## config.mk

```make
export PLATFORM = sky130hd
export DESIGN_NAME = pc_call_stack
export DESIGN_NICKNAME = d
export VERILOG_FILES = /design/src/rtl/pc_call_stack.sv
export SDC_FILE = /design/constraint.sdc
export NUM_CORES = 1
export LEC_CHECK = 0
export CAP_MARGIN = 40
export CORE_MARGIN = 1.5
export CORE_UTILIZATION = 30
export CTS_CLUSTER_DIAMETER = 100
export DETAILED_ROUTE_END_ITERATION = 7
export PLACE_DENSITY = 0.49
export SYNTH_ARGS = -nofsm -noshare
export SYNTH_HDL_FRONTEND = slang
export SYNTH_SLANG_ARGS = --single-unit
```

## constraint.sdc

```tcl
create_clock -name clock -period 21.3 [get_ports clock]
set_input_delay 3.195 -clock clock [delete_from_list [all_inputs] [get_ports clock]]
set_output_delay 3.195 -clock clock [all_outputs]
set_load 0.05 [all_outputs]
```

## src/rtl/pc_call_stack.sv

```systemverilog
`default_nettype none
// ============================================================================
// Module   : pc_call_stack
// Brief    : Program counter with PS-selected update and circular return stack.
// Revision : 1.0
// ============================================================================
module pc_call_stack #(
    parameter int            N            = 64,
    parameter int            DEPTH        = 8,
    parameter logic [N-1:0]  RESET_VECTOR = '0
) (
    input  logic                      clock,
    input  logic                      reset,
    input  logic [N-1:0]              in,
    input  logic [2:0]                PS,
    input  logic                      stall,
    input  logic                      clear_err,
    output logic [N-1:0]              PC,
    output logic [N-1:0]              PC4,
    output logic [$clog2(DEPTH):0]    depth,
    output logic                      full,
    output logic                      empty,
    output logic                      overflow,
    output logic                      underflow
);

    localparam int PW = $clog2(DEPTH);
    localparam int CW = PW + 1;

    localparam logic [2:0] c_ps_hold     = 3'b000;
    localparam logic [2:0] c_ps_next     = 3'b001;
    localparam logic [2:0] c_ps_jump     = 3'b010;
    localparam logic [2:0] c_ps_branch   = 3'b011;
    localparam logic [2:0] c_ps_call_rel = 3'b100;
    localparam logic [2:0] c_ps_return   = 3'b101;
    localparam logic [2:0] c_ps_call_reg = 3'b110;

    localparam logic [CW-1:0] c_full_cnt = CW'(DEPTH);
    localparam logic [PW-1:0] c_ptr_one  = PW'(1);
    localparam logic [CW-1:0] c_cnt_one  = CW'(1);

    logic [N-1:0]  pc_q, pc_d;
    logic [PW-1:0] ptr_q, ptr_d;
    logic [CW-1:0] cnt_q, cnt_d;
    logic          ovf_q, ovf_d;
    logic          unf_q, unf_d;
    logic          push_en;
    logic [N-1:0]  pc4_w;
    logic [N-1:0]  rel_target_w;
    logic [N-1:0]  top_w;
    logic          full_w;

    logic [N-1:0]  stack_mem [DEPTH];

    assign pc4_w        = pc_q + N'(4);
    // The two MSBs of the offset fall off the shift; the sum wraps mod 2^N.
    assign rel_target_w = pc4_w + {in[N-3:0], 2'b00};
    // ptr_q is the next free slot, so the top entry sits one below it.
    assign top_w        = stack_mem[ptr_q - c_ptr_one];
    assign full_w       = (cnt_q == c_full_cnt);

    always_comb begin
        pc_d    = pc_q;
        ptr_d   = ptr_q;
        cnt_d   = cnt_q;
        ovf_d   = ovf_q & ~clear_err;
        unf_d   = unf_q & ~clear_err;
        push_en = 1'b0;
        if (!stall) begin
            case (PS)
                c_ps_hold:     pc_d = pc_q;
                c_ps_next:     pc_d = pc4_w;
                c_ps_jump:     pc_d = in;
                c_ps_branch:   pc_d = rel_target_w;
                c_ps_call_rel: begin
                    pc_d    = rel_target_w;
                    push_en = 1'b1;
                end
                c_ps_return: begin
                    if (cnt_q == '0) begin
                        pc_d  = pc4_w;
                        unf_d = 1'b1;
                    end else begin
                        pc_d  = top_w;
                        ptr_d = ptr_q - c_ptr_one;
                        cnt_d = cnt_q - c_cnt_one;
                    end
                end
                c_ps_call_reg: begin
                    pc_d    = in;
                    push_en = 1'b1;
                end
                default:       pc_d = pc_q;
            endcase
        end
        // A full push lands on the oldest slot because the buffer has wrapped.
        if (push_en) begin
            ptr_d = ptr_q + c_ptr_one;
            if (full_w) begin
                ovf_d = 1'b1;
            end else begin
                cnt_d = cnt_q + c_cnt_one;
            end
        end
    end

    always_ff @(posedge clock or posedge reset) begin
        if (reset) begin
            pc_q  <= RESET_VECTOR;
            ptr_q <= '0;
            cnt_q <= '0;
            ovf_q <= 1'b0;
            unf_q <= 1'b0;
        end else begin
            pc_q  <= pc_d;
            ptr_q <= ptr_d;
            cnt_q <= cnt_d;
            ovf_q <= ovf_d;
            unf_q <= unf_d;
        end
    end

    always_ff @(posedge clock) begin
        if (push_en && !reset) begin
            stack_mem[ptr_q] <= pc4_w;
        end
    end

    assign PC        = pc_q;
    assign PC4       = pc4_w;
    assign depth     = cnt_q;
    assign full      = full_w;
    assign empty     = (cnt_q == '0);
    assign overflow  = ovf_q;
    assign underflow = unf_q;

endmodule
`default_nettype wire

```

==> results of run 1 <==
==> cell usage in the layout (no fill, tap or decap), types with 7 or more instances in the layout <==
cell,count
nand2_1,161
o21a_1,12
edfxtp_1,512
a211oi_1,11
a31oi_1,20
a21o_1,36
o31ai_1,8
clkinv_2,8
nor3_1,22
nand4_1,26
ha_1,76
nand3_1,40
and2_1,7
clkbuf_1,16
o22ai_1,8
mux4_2,128
dfrtp_1,72
and3_1,19
nand2b_1,7
o21ai_0,116
clkdlybuf4s50_1,206
o221ai_1,9
mux2i_1,51
nor2_4,7
o21bai_1,13
clkbuf_16,60
o211ai_1,11
clkinv_1,16
xor2_1,47
xnor2_1,65
nor2b_1,7
o31a_1,7
or3_1,10
a221oi_1,19
buf_4,63
nor2_1,130
inv_1,34
a21oi_1,208
==> power by group through the flow <==
stage | Clock (µW) | Sequential, µW | Combinational (µW)
finish | 1020 | 1560 | 2410
global route | 1080 | 1580 | 2580
CTS | 1040 | 1560 | 2430
detailed placement | 0 | 1590 | 2420
global placement | 0 | 1580 | 2380
floorplan | 0 | 1700 | 1460
==> cell usage after synthesis (11+ instances only) <==
cell type  count
ha_1          77
a221oi_1      19
mux4_2       128
a31oi_1       20
buf_1         18
xnor2_1       66
edfxtp_1     512
nor2_1       136
clkbuf_1      74
o21ai_0      117
a211oi_1      12
dfrtp_1       73
nand2_1      161
inv_1         35
mux2i_1       52
a21oi_1      208
a21o_1        36
o21a_1        12
o211ai_1      11
nand3_1       41
xor2_1        48
nand4_1       26
and3_1        19
nor3_1        24
o21bai_1      13
==> stage by stage <==
| step | hold slack (ps) | cells | utilization | cell area (µm²) | worst slack (ps) |
|---|---|---|---|---|---|
| 2_1_floorplan | 583 | 2089 | - | 28500 | 12270 |
| 3_3_place_gp | 497 | 3497 | 0.344 | 32300 | 13410 |
| 3_5_place_dp | 494 | 3514 | 0.347 | 32500 | 13310 |
| 4_1_cts | 514 | 3627 | 0.367 | 34400 | 12590 |
| 5_1_grt | 535 | 3633 | 0.368 | 34500 | 12250 |
| 6_report | 506 | 3633 | 0.368 | 34500 | 12590 |
==> worst paths after layout <==
kind	slack (ps)	endpoint	cells after the start	from
worst max register to register	14700	PC[57]$_DFFE_PP0P_	17	PC[10]$_DFFE_PP0P_
min in group asynchronous	2810	overflow$_DFF_PP0_	2	reset
max in group asynchronous	17470	PC[19]$_DFFE_PP0P_	4	reset
worst max-delay path	12590	PC4[44]	9	PC[10]$_DFFE_PP0P_
worst min-delay path	510	overflow$_DFF_PP0_	1	overflow$_DFF_PP0_
worst min register to register	510	overflow$_DFF_PP0_	1	overflow$_DFF_PP0_
==> registers in the layout (all words and copies together) (netlist names) <==
signal / cells
stack_mem: 512
PC: 64
ptr_q: 3
depth: 4
overflow: 1
underflow: 1
==> cell families after synthesis <==
kind of cell,count (synthesis)
compound gates,521
xor+xnor,115
fa+ha+maj,78
buf+inv,139
flops,585
mux,181
simple gates,470
==> metal layers <==
layer | part of all wire | vias to the layer above
li1 | - | 8633
met1 | 0.44 | 9854
met2 | 0.46 | 620
met3 | 0.069 | 127
met4 | 0.024 | 0
met5 | 0 | -
==> final cells by class <==
| type | count | share of cell area |
|---|---|---|
| clock buffer | 77 | 0.0457 |
| timing repair buffer | 281 | 0.0802 |
| clock inverter | 36 | 0.00897 |
| sequential | 585 | 0.499 |
| inverter | 35 | 0.00388 |
| tap | 1254 | 0.0455 |
| multi-input combinational | 1365 | 0.317 |
==> critical path, delay by kind of cell, from the launching register on <==
| family | cells | cell delay (ps) |
|---|---|---|
| xor gates and xnor gates | 1 | 680 |
| and+or+nand+nor | 7 | 2710 |
| DFF | 1 | 470 |
| buffers and inverters | 1 | 990 |
==> impl_metrics.py, run 1 <==
metrics = {
    "outcome": {
        "status": "completed",
    },
    "detailed_routing": {
        "vias_per_cell": 5.29,
        "drt_iter0_markers": 1818,
        "ant_nets": 0,
        "vias": 19200,
        "wl_mm": 93.1,
        "drc_errors": 0,
        "wl_per_cell_um": 25.6,
        "drt_pass1_iterations": 5,
    },
    "place": {
        "gp_congestion": 0.871,
        "hpwl_mm": 63.8,
        "port_buffers": 206,
    },
    "yosys": {
        "synth-compound-area-share": 0.111,
        "avgSynthCellArea_um2": 13.6,
        "synthMuxAreaShare": 0.120,
        "synth_xor_area_frac": 0.0356,
        "syn_nets": 2238,
        "synth_area_leaders": "edfxtp_1 (54%), mux4_2 (10%), dfrtp_1 (6.4%), a21oi_1 (3.7%), ha_1 (3.4%)",
        "synth_top_cell_by_area": "edfxtp_1",
        "synth-simple-area-share": 0.0761,
        "yosys.area_share.adder": 0.0345,
        "synth-edff-count": 512,
        "synth_seq_cells": 585,
        "synth_top_family_by_area": "multiplexers",
        "synthArstFlopShare": 0.125,
        "synth_top_area_share": 0.539,
        "synth.distinct_cells": 76,
        "syn-instance-count": 2089,
        "ys_dominant_reg_cell": "edfxtp_1",
        "yosysWarnings": 0,
        "yosysSeqAreaShare": 0.604,
        "synth_area_mm2": 0.0285,
    },
    "clock_tree": {
        "cts_num_sinks": 585,
        "hold_buffers": 0,
        "cts_resized": 0,
        "clockRootBuffer": "clkbuf_16",
        "clk_pin_slew_worst_paths_ps": 60,
        "cts_tree": "done",
        "cts_buffer_depth": 3,
        "cts_buffers": 60,
        "clk_latency_ps": 660,
        "htreeDepth": 2,
        "cts_setup_buffers": 0,
    },
    "timing": {
        "worst_pin_slew_ps": 943,
        "finalSetupViolations": 0,
        "finalCritPeriodShare": 0.409,
        "final.setup_skew_ps": 23.3,
        "fmax_mhz": 115,
        "maxSlewViolCount": 0,
        "finalHoldViolations": 0,
        "rsz0062_at_grt": "false",
        "period_needed_ps": 8710,
        "setup-tns-final_ps": 0,
        "maxSlewHeadroom": 0.367,
    },
    "floorplanning": {
        "core_mm2": 0.0937,
        "die_height_um": 311,
        "fp.dieW_um": 311,
        "io_pins": 207,
        "num_rows": 112,
        "start_util": 0.304,
        "dieArea_mm2": 0.0969,
    },
    "power": {
        "power.leakage_uw": 0.0117,
        "seq_power_share": 0.314,
        "p_switching_uw": 2080,
        "switching_share": 0.418,
        "clkPwrFrac": 0.203,
        "p_total_uw": 4990,
        "comb_power_share": 0.483,
        "intPower_uw": 2910,
        "power_density_mw_per_mm2": 145,
        "vdd_drop_max_uv": 112,
    },
    "cells_and_area": {
        "multiInputGateArea_mm2": 0.0109,
        "antenna_cells": 0,
        "nets": 2477,
        "fillers": 8961,
        "syn2layout_area_growth_pct": 20.9,
        "drive_gt1_frac": 0.136,
        "ff_latch_area_mm2": 0.0172,
    },
    "global_route": {
        "grtUsageMet3": 0.0418,
        "grt_use_met1": 0.258,
        "grt_max_degree": 64,
        "overflow": 0,
        "grtUsageMet2": 0.304,
        "grt-busiest-layer": "met2",
        "grt_usage": 0.189,
        "antenna_found_initial": 0,
        "grt_pass1_wl_mm": 136,
        "first_global_vias": 19700,
    },
    "setup_path": {
        "cp_data_arrival_time_ps": 5520,
        "crit_path_frequent_cell": "nand3_1",
        "start_kind": "flip-flop",
        "worst_ep_required_time_ps": 18110,
        "cp_slowest_cell": "clkdlybuf4s50_1",
        "path_class": "reg -> out",
        "crit_chain": "nand4_1, nor4_2, nand3_1, nor3_1, nand3_1, nor3_1, nand3_1, xnor2_1, clkdlybuf4s50_1",
        "critPathMaxFanout": 11,
        "cp-end-kind": "output port",
        "max_stage_delay_ps": 990,
    },
    "run": {
        "cap_viol_max_count": 0,
    },
    "min_path": {
        "min_path_type": "reg -> reg",
    },
}
(Power assumes the default switching activity.)
==> run 2: changes to the inputs <==
--- a/config.mk
+++ b/config.mk
@@ -10,7 +10,7 @@
 export CORE_UTILIZATION = 30
 export CTS_CLUSTER_DIAMETER = 100
 export DETAILED_ROUTE_END_ITERATION = 7
-export PLACE_DENSITY = 0.49
+export PLACE_DENSITY = 0.51
 export SYNTH_ARGS = -nofsm -noshare
 export SYNTH_HDL_FRONTEND = slang
 export SYNTH_SLANG_ARGS = --single-unit
==> constraint.sdc (replaced) <==
create_clock -name clock -period 7.9 [get_ports clock]
set_input_delay 1.185 -clock clock [delete_from_list [all_inputs] [get_ports clock]]
set_output_delay 1.185 -clock clock [all_outputs]
set_load 0.05 [all_outputs]
==> impl_metrics.py, run 2 (same netlist as run 1, synthesis figures left out) <==
metrics = {
    "cells_and_area": {
        "drive_gt1_frac": 0.140,
        "nets": 2466,
        "largest-register": "stack_mem",
        "syn2layout_area_growth_pct": 21.2,
        "antenna_cells": 0,
        "largest_reg_flops": 512,
        "fillers": 8908,
        "mostFrequentLayoutCell": "edfxtp_1",
        "fin_area_mm2": 0.0345,
        "final_util": 0.368,
        "stdcell_count": 3623,
        "mostFrequentLayoutCells": "edfxtp_1 (512), a21oi_1 (208), clkdlybuf4s50_1 (206), nand2_1 (161), nor2_1 (130)",
    },
    "timing": {
        "worst_pin_slew_ps": 978,
        "final.setup_skew_ps": 26.3,
        "finalHoldViolations": 0,
        "maxSlewViolCount": 0,
        "maxSlewHeadroom": 0.343,
        "fmax_mhz": 146,
        "setup-tns-final_ps": 0,
        "rsz0062_at_grt": "false",
        "period_needed_ps": 6840,
        "finalSetupViolations": 0,
        "finalCritPeriodShare": 0.866,
    },
    "clock_tree": {
        "htreeDepth": 2,
        "cts_num_sinks": 585,
        "clockRootBuffer": "clkbuf_16",
        "clk_latency_ps": 650,
        "hold_buffers": 0,
        "cts_buffer_depth": 3,
        "clk_pin_slew_worst_paths_ps": 60,
        "cts_setup_buffers": 0,
        "cts_resized": 0,
        "cts_buffers": 60,
        "cts_tree": "done",
    },
    "place": {
        "port_buffers": 206,
        "hpwl_mm": 63.0,
        "gp_congestion": 0.952,
        "placed_area_mm2": 0.0324,
        "dp_cells": 3502,
    },
    "floorplanning": {
        "dieArea_mm2": 0.0969,
        "io_pins": 207,
        "core_mm2": 0.0937,
        "num_rows": 112,
        "fp.dieW_um": 311,
        "die_height_um": 311,
        "start_util": 0.304,
    },
    "setup_path": {
        "start_kind": "flip-flop",
        "critPathMaxFanout": 11,
        "worst_ep_required_time_ps": 6710,
        "cp_data_arrival_time_ps": 5660,
        "path_class": "reg -> out",
        "cp-end-kind": "output port",
    },
    "outcome": {
        "status": "completed",
    },
    "detailed_routing": {
        "vias": 19500,
        "wl_per_cell_um": 25.8,
        "wl_mm": 93.5,
        "drt_pass1_iterations": 8,
        "ant_nets": 0,
        "drc_errors": 0,
        "drt_iter0_markers": 2006,
        "vias_per_cell": 5.37,
    },
    "global_route": {
        "antenna_found_initial": 0,
        "grt_usage": 0.189,
        "grt_pass1_wl_mm": 136,
        "overflow": 0,
        "first_global_vias": 19500,
        "grt_max_degree": 79,
    },
    "power": {
        "vdd_drop_max_uv": 339,
        "power_density_mw_per_mm2": 396,
        "power.leakage_uw": 0.0118,
    },
    "min_path": {
        "min_path_type": "reg -> reg",
    },
    "run": {
        "cap_viol_max_count": 0,
    },
}
==> run 2: cell count changes in the layout (fill, tap and decap cells not counted), sizes merged <==
cell | before | now
buf | 72 | 63
bufinv | 3 | 8
clkbuf | 79 | 80
clkdlybuf4s15 | 1 | 0
clkinv | 27 | 20
inv | 38 | 39
==> run 2: final timing paths <==
check | startpoint | end | slack (ps) | cells after the start
min | overflow$_DFF_PP0_ | overflow$_DFF_PP0_ | 520 | 1
max reg2reg | PC[10]$_DFFE_PP0P_ | PC[53]$_DFFE_PP0P_ | 1380 | 17
max | PC[10]$_DFFE_PP0P_ | PC4[44] | 1060 | 9
min reg2reg | overflow$_DFF_PP0_ | overflow$_DFF_PP0_ | 520 | 1
max in group asynchronous | reset | PC[18]$_DFFE_PP0P_ | 5960 | 4
min in group asynchronous | reset | depth[0]$_DFF_PP0_ | 890 | 2
==> run 2: routing by layer <==
metal,vias up,wire [µm],global-route usage
li1,8632,-,-
met4,0,2430,0.0511
met3,131,6110,0.0397
met1,10100,41600,0.260
met2,636,43300,0.301
met5,-,0,0
==> run 2: cell type report <==
class                           count  area (µm²)  share of cell area
Timing Repair Buffer              270        2640              0.0765
Clock buffer                       79        1660              0.0482
Sequential cell                   585       17200               0.498
Tap cell                         1254        1570              0.0454
Clock inverter                     35         419              0.0121
Multi-Input combinational cell   1365       10900               0.316
Inverter                           35         134             0.00388
==> run 2: where the power goes <==
group | switching (µW) | total [µW] | internal (µW)
sequential | 363 | 4230 | 3870
combinational | 4020 | 6440 | 2420
clock | 1250 | 2990 | 1750
total | 5630 | 13700 | 8030
==> run 2: worst max-delay path: stages (launching register included) <==
cell and delay, ps:
dfrtp_1 490, nand4_1 250, nor4_2 730, nand3_1 530, nor3_1 390, nand3_1 200
nor3_1 520, nand3_1 160, xnor2_1 760, clkdlybuf4s50_1 990
==> run 2: stage by stage <==
step           setup WS [ps]  hold slack (ps)  total power (µW)
3_3_place_gp            1820              494             10600
3_5_place_dp            1650              499             10700
4_1_cts                 1170              521             13800
6_report                1060              516             13700
2_1_floorplan            885              583              8520
5_1_grt                  640              528             14300
